==> src/rtl/updown_counter_ctrl_if.sv <==
// rtl/updown_counter_ctrl_if.sv - command handshake bundle for the up/down counter sequencer
interface updown_counter_ctrl_if #(
    parameter int WIDTH   = 4,
    parameter int STEPS_W = 8
);
    logic               cmd_valid;
    logic               cmd_ready;
    logic [1:0]         cmd_op;
    logic [WIDTH-1:0]   cmd_data;
    logic [STEPS_W-1:0] cmd_steps;

    modport master (
        output cmd_valid, cmd_op, cmd_data, cmd_steps,
        input  cmd_ready
    );

    modport slave (
        input  cmd_valid, cmd_op, cmd_data, cmd_steps,
        output cmd_ready
    );
endinterface

==> src/rtl/updown_counter_ctrl.sv <==
// rtl/updown_counter_ctrl.sv - LOAD/UP/DOWN command sequencer driving a 4-bit up/down counter
module updown_counter_ctrl #(
    parameter int WIDTH   = 4,
    parameter int STEPS_W = 8
) (
    input  logic                 clk,
    input  logic                 rst_n,
    updown_counter_ctrl_if.slave cmd,
    input  logic                 abort,
    output logic                 ctr_load,
    output logic                 ctr_up_down,
    output logic                 ctr_enable,
    output logic [WIDTH-1:0]     ctr_d_in,
    input  logic [WIDTH-1:0]     ctr_count,
    output logic                 busy,
    output logic                 done,
    output logic                 wrapped,
    output logic                 aborted,
    output logic                 err
);

    typedef enum logic [1:0] {
        S_IDLE = 2'd0,
        S_LOAD = 2'd1,
        S_RUN  = 2'd2,
        S_DONE = 2'd3
    } state_t;

    localparam logic [1:0] OP_LOAD = 2'b00;
    localparam logic [1:0] OP_UP   = 2'b01;
    localparam logic [1:0] OP_DOWN = 2'b10;

    state_t             state;
    state_t             state_nx;
    logic [1:0]         op_q;
    logic [WIDTH-1:0]   data_q;
    logic [STEPS_W-1:0] remaining;
    logic               wrapped_q;
    logic               aborted_q;
    logic               err_q;
    logic               accept;
    logic               step_wraps;

    assign accept = (state == S_IDLE) && cmd.cmd_valid;

    // Wrap is judged on the value the counter holds before the step is taken.
    assign step_wraps = ((op_q == OP_UP)   && (ctr_count == {WIDTH{1'b1}})) ||
                        ((op_q == OP_DOWN) && (ctr_count == {WIDTH{1'b0}}));

    always_ff @(posedge clk or negedge rst_n) begin
        if (!rst_n) begin
            state <= S_IDLE;
        end else begin
            state <= state_nx;
        end
    end

    always_comb begin
        state_nx = state;
        case (state)
            S_IDLE: begin
                if (accept) begin
                    if (cmd.cmd_op == OP_LOAD) begin
                        state_nx = S_LOAD;
                    end else if (cmd.cmd_op == 2'b11 || cmd.cmd_steps == '0) begin
                        state_nx = S_DONE;
                    end else begin
                        state_nx = S_RUN;
                    end
                end
            end
            S_LOAD:  state_nx = S_DONE;
            S_RUN: begin
                if (abort || remaining == STEPS_W'(1)) begin
                    state_nx = S_DONE;
                end
            end
            default: state_nx = S_IDLE;
        endcase
    end

    always_ff @(posedge clk or negedge rst_n) begin
        if (!rst_n) begin
            op_q      <= 2'b00;
            data_q    <= '0;
            remaining <= '0;
            wrapped_q <= 1'b0;
            aborted_q <= 1'b0;
            err_q     <= 1'b0;
        end else if (accept) begin
            op_q      <= cmd.cmd_op;
            data_q    <= cmd.cmd_data;
            remaining <= cmd.cmd_steps;
            wrapped_q <= 1'b0;
            aborted_q <= 1'b0;
            err_q     <= (cmd.cmd_op == 2'b11);
        end else if (state == S_RUN) begin
            if (abort) begin
                aborted_q <= 1'b1;
            end else begin
                remaining <= remaining - STEPS_W'(1);
                if (step_wraps) begin
                    wrapped_q <= 1'b1;
                end
            end
        end
    end

    always_comb begin
        cmd.cmd_ready = (state == S_IDLE);
        busy          = (state != S_IDLE);
        done          = (state == S_DONE);
        ctr_load      = (state == S_LOAD);
        ctr_enable    = (state == S_RUN) && !abort;
        ctr_up_down   = (op_q == OP_UP);
        ctr_d_in      = data_q;
        wrapped       = wrapped_q;
        aborted       = aborted_q;
        err           = err_q;
    end

endmodule
==> src/flat_wrapper.sv <==
// flat-port wrapper written by rule: the top's interface ports become plain ports
module updown_counter_ctrl_flat 
#(
    parameter int WIDTH   = 4,
    parameter int STEPS_W = 8
)
  (clk, rst_n, abort, ctr_load, ctr_up_down, ctr_enable, ctr_d_in, ctr_count, busy, done, wrapped, aborted, err, cmd_cmd_valid, cmd_cmd_op, cmd_cmd_data, cmd_cmd_steps, cmd_cmd_ready);
  updown_counter_ctrl_if #(.WIDTH(WIDTH), .STEPS_W(STEPS_W)) cmd_i ();
  input  logic clk;
  input  logic rst_n;
  input  logic abort;
  output logic ctr_load;
  output logic ctr_up_down;
  output logic ctr_enable;
  output logic [WIDTH-1:0] ctr_d_in;
  input  logic [WIDTH-1:0] ctr_count;
  output logic busy;
  output logic done;
  output logic wrapped;
  output logic aborted;
  output logic err;
  input wire logic [$bits(cmd_i.cmd_valid)-1:0] cmd_cmd_valid;
  input wire logic [$bits(cmd_i.cmd_op)-1:0] cmd_cmd_op;
  input wire logic [$bits(cmd_i.cmd_data)-1:0] cmd_cmd_data;
  input wire logic [$bits(cmd_i.cmd_steps)-1:0] cmd_cmd_steps;
  output wire logic [$bits(cmd_i.cmd_ready)-1:0] cmd_cmd_ready;
  assign cmd_i.cmd_valid = cmd_cmd_valid;
  assign cmd_i.cmd_op = cmd_cmd_op;
  assign cmd_i.cmd_data = cmd_cmd_data;
  assign cmd_i.cmd_steps = cmd_cmd_steps;
  assign cmd_cmd_ready = cmd_i.cmd_ready;
  updown_counter_ctrl #(.WIDTH(WIDTH), .STEPS_W(STEPS_W)) u_core (.clk(clk), .rst_n(rst_n), .cmd(cmd_i), .abort(abort), .ctr_load(ctr_load), .ctr_up_down(ctr_up_down), .ctr_enable(ctr_enable), .ctr_d_in(ctr_d_in), .ctr_count(ctr_count), .busy(busy), .done(done), .wrapped(wrapped), .aborted(aborted), .err(err));
endmodule
==> config.mk <==
export PLATFORM = sky130hd
export DESIGN_NAME = updown_counter_ctrl_flat
export DESIGN_NICKNAME = d
export VERILOG_FILES = /design/src/rtl/updown_counter_ctrl_if.sv /design/src/rtl/updown_counter_ctrl.sv /design/src/flat_wrapper.sv
export SDC_FILE = /design/constraint.sdc
export NUM_CORES = 1
export LEC_CHECK = 0
export CAP_MARGIN = 30
export CORE_MARGIN = 2
export CORE_UTILIZATION = 48
export CTS_CLUSTER_SIZE = 12
export DETAILED_ROUTE_END_ITERATION = 10
export GPL_TIMING_DRIVEN = 1
export PLACE_DENSITY = 0.83
export SYNTH_ARGS = -nofsm -noshare
export SYNTH_HDL_FRONTEND = slang
export SYNTH_SLANG_ARGS = --single-unit
==> constraint.sdc <==
create_clock -name clk -period 3.11 [get_ports clk]
set_input_delay 0.622 -clock clk [delete_from_list [all_inputs] [get_ports clk]]
set_output_delay 0.622 -clock clk [all_outputs]
set_load 0.005 [all_outputs]
# == Word level (Yosys, flattened, before mapping) ==
# Index checks and enable logic that the tools add are counted.
# word_totals
out_inout_bits,13
input_bits,22
ff_bits,19
# classes
n_mux,15
n_reduce_logical,20
n_addsub,1
n_eq_ne,11
# op_table
cell,n
$mux W8,3
$eq A2 B2 Y1 const B,4
$eq A8 B1 Y1 const B,1
$logic_not A8 Y1,1
$mux W1,8
$reduce_bool A2 Y1,4
$sub A8 B1 Y8 const B,1
$mux W2,3
$ne A2 B1 Y1 const B,3
$pmux W2 S3,1
$reduce_and A2 Y1,3
$eq A2 B1 Y1 const B,2
$eq A4 B4 Y1 const B,1
$logic_and A1 B1 Y1,4
$logic_not A2 Y1,2
$logic_not A4 Y1,1
$logic_or A1 B1 Y1,3
$reduce_and A3 Y1,1
$logic_not A1 Y1,1

# == Logic depth before layout (Yosys ltp) ==
# logic_depth
ltp_word,7
mapped_depth,7
depth_no_buf,7

# == Worst setup path before layout ==
# Ideal clock, no wire load.
# synth_path
path_kind,in2reg
start,in abort
end,reg u_core.remaining[4]
t_arrival_ps,1438
t_required_ps,3028
path_slack_ps,1590
n_path_buf,0
stages,5
setup_ps,82
cell_sequence,nand2b_4 -> inv_6 -> nand2_4 -> or4_1 -> a31oi_1
# synth_between
elab_chain_cells,2
# synth_rtl
item,line_no,text
start: declaration,flat_wrapper.sv:11,input logic abort;
$ne A2 B1 Y1 (no line),--,
$reduce_and A2 Y1 (no line),--,
end signal: assignment,updown_counter_ctrl.sv:93,remaining <= cmd.cmd_steps;
end signal: assignment,updown_counter_ctrl.sv:101,remaining <= remaining - STEPS_W'(1);
end: declaration,updown_counter_ctrl.sv:37,logic [STEPS_W-1:0] remaining;
# No other way between the ends.
# A chain may end at the register's enable or synchronous reset.

# == Worst setup path after layout ==
# layout_path
start,in abort
end,out ctr_enable
# layout_between
elab_chain_cells,2
# layout_rtl
item,line_no,text
$logic_not A1 Y1,updown_counter_ctrl.sv:114,ctr_enable = (state == S_RUN) && !abort;
$logic_and A1 B1 Y1,updown_counter_ctrl.sv:114,
end: declaration,flat_wrapper.sv:14,output logic ctr_enable;
# No other way between the ends.

==> results.toml <==
[final_layout]
multiInputGateArea_um2 = 538
regArea_um2 = 475
syn_to_final_growth_pct = 37.2
layout_common_cells = "34 x clkdlybuf4s50_1, 19 x dfrtp_1, 13 x a21oi_1"
drive_above_1_share_pct = 7.30
layout_commonest_cell = "clkdlybuf4s50_1"
nets = 166
fin_util_pct = 71.5
diodes = 0
fillCellCount = 156

[pwr]
p_int_uw = 764
p_seq_share_pct = 39.4
p_clk_share_pct = 10.9
p_leak_uw = 0.000602
power.switching_uw = 445
ir_worst_vdd_v = 0.000503
combPwrFrac_pct = 49.7
netSwitchingFraction_pct = 36.8
power_density_nw_per_um2 = 837

[routing]
drtIter0Drc = 16
drcViolationCount = 0
wire_per_inst_um = 14.4
antenna_left = 0
via_per_inst = 5.35
route.vias.total = 877
drtPass1Iterations = 5
drt_wl_total_um = 2360

[global_routing]
grt_max_degree = 25
track_usage_pct = 21.2
antenna_found_initial = 0
grt-busiest-layer = "met2"
grt_pass1_wl_um = 4090
grt_pass1_vias = 940
grtUsageMet3_pct = 0.877
use_met2_pct = 39.3
grt-ovfl-total = 0
met1_usage_pct = 25.0

[cts]
cts_max_path_buffers = 2
path_clk_slew_ns = 0.11
ctsHtreeMaxLevel = 1
cts_made_buffers = 3
postCtsSetupRepairBufs = 0
clock_sinks = 19
post_cts_resized = 0
holdBufCountCts = 0
clk_latency_ns = 0.30
cts_tree = "done"
cts_root_buf = "clkbuf_4"

[synth]
synth_top_family_by_area = "simple AND/OR/NAND/NOR gates"
synth_compound_area_share_pct = 12.1
ys_seq_area_share_pct = 45.1
ys_ff_latch = 19
synthAdderAreaFrac_pct = 7.13
synthXorXnorAreaFrac_pct = 5.82
muxShareOfSynthArea_pct = 8.55
synthSimpleGateAreaFrac_pct = 17.5
synth_nets = 129
syn_inst = 101
synth_warnings = 0
synth_area_per_cell_um2 = 10.4
netlist_area_um2 = 1050
yosys.cell_types.count = 32

[floorplanning]
dieArea_um2 = 2590
start_util_pct = 52.1
num_io_pins = 35
std_cell_rows = 16
core_um2 = 2020
die_h_um = 50.9
fp.dieW_um = 50.9

[timing]
rsz0062_at_grt = "false"
layout_min_cycle_time_ns = 2.49
worst_slew_margin_rel_pct = 42.6
finalSetupViolCount = 0
worst_clock_skew_ns = 0.00214
fin_crit_sh_pct = 80.0
tns_ns = 0
slew_viol_final = 0
fmax_mhz = 402
hold_violations = 0
max_slew.worst_pin.slew_ns = 0.859

[placed_design]
portBuffers = 34
hpwl_um = 1850
routabilityCongestion = 0.797

[critical_path]
critPathKind = "primary input to output pin"
cp_max_fo = 6
cp-end-kind = "output pin"
crit_arrival_ns = 1.87
setup.worst_path.start_class = "primary input"
worstPathRequired_ns = 2.49
r2r_cells = 4

[worst_hold_path]
whs_path_depth = 1
min_path_type = "flop to flop"

[outcome]
run_status = "finished clean"

[run]
drv_cap = 0
-- power by group through the flow --
stage	registers, µW	logic, µW	clock network [µW]
floorplan	463	358	0
global placement	473	589	0
detailed placement	483	607	0
CTS	477	610	135
global route	498	664	146
finish	476	601	132
-- per-stage QoR --
| step | instance area (µm²) | total power (µW) | setup slack, ns | cells | hold WS [ns] |
|---|---|---|---|---|---|
| after global placement | 1420 | 1060 | 0.657 | 160 | 0.476 |
| after global routing | 1450 | 1310 | 0.583 | 164 | 0.529 |
| after CTS | 1450 | 1220 | 0.626 | 164 | 0.515 |
| final | 1450 | 1210 | 0.622 | 164 | 0.507 |
| after detailed placement | 1420 | 1090 | 0.626 | 160 | 0.490 |
| after floorplan | 1050 | 821 | 1.59 | 101 | 0.326 |
-- Yosys cell counts (all sizes together) --
cell	number	area, µm²
nand2	5	26.3
o21ai	2	10.0
nor4b	2	23.8
nor3	1	5.00
or4	1	7.51
and4	1	8.76
buf	1	5.00
clkbuf	1	3.75
a21oi	13	65.1
a31oi	1	6.26
dfrtp	19	475
a211oi	2	15.0
mux2	8	90.1
xor2	4	35.0
nand3	3	15.0
ha	6	75.1
xnor2	3	26.3
nor2	12	45.0
a22o	1	8.76
a2bb2oi	1	15.0
nand2b	1	13.8
nor2b	1	6.26
o31ai	1	7.51
nor4	3	25.0
inv	7	31.3
and2b	1	7.51
-- critical path, cell delays in order --
cell	delay, ns
clkdlybuf4s50_1	0.47
nand2b_4	0.19
inv_6	0.09
clkdlybuf4s50_1	0.49
-- path summary, 6_finish.rpt --
check                                        start  slack, ns                  to
min in group asynchronous                    rst_n       0.79  u_core.ctr_d_in[0]
worst max register to register     u_core.state[0]       1.19      u_core.op_q[1]
max in group asynchronous                    rst_n       1.79      u_core.wrapped
worst max-delay path                         abort       0.62          ctr_enable
worst min register to register  u_core.ctr_d_in[2]       0.51  u_core.ctr_d_in[2]
worst min-delay path            u_core.ctr_d_in[2]       0.51  u_core.ctr_d_in[2]
-- logic make-up after synthesis --
logic type | after synthesis
adder cells (fa/ha/maj) | 6
buffers and inverters | 9
multiplexers | 8
XOR/XNOR | 7
AND/OR/NAND/NOR | 31
AO/OA/AOI/OAI | 21
flip-flops | 19
-- flip-flops by register name, indices dropped and copies added (netlist names) --
signal and cells:
u_core.aborted 1, u_core.ctr_d_in 4, u_core.err 1, u_core.op_q 2
u_core.remaining 8, u_core.state 2, u_core.wrapped 1
-- routing by layer --
layer	part of all wire (%)	up-vias	wire length [µm]
met5	0	-	0
met4	2.1	0	50
met3	2.9	5	68
met2	52	27	1220
met1	43	423	1020
li1	-	422	-
-- layout make-up --
class	instances	area share, %
repair buffers	34	23.5
well taps	27	2.34
flip-flops and latches	19	32.9
clock buffers	4	1.82
inverters	7	2.16
multi-input cells	73	37.2
(Power assumes the default switching activity.)
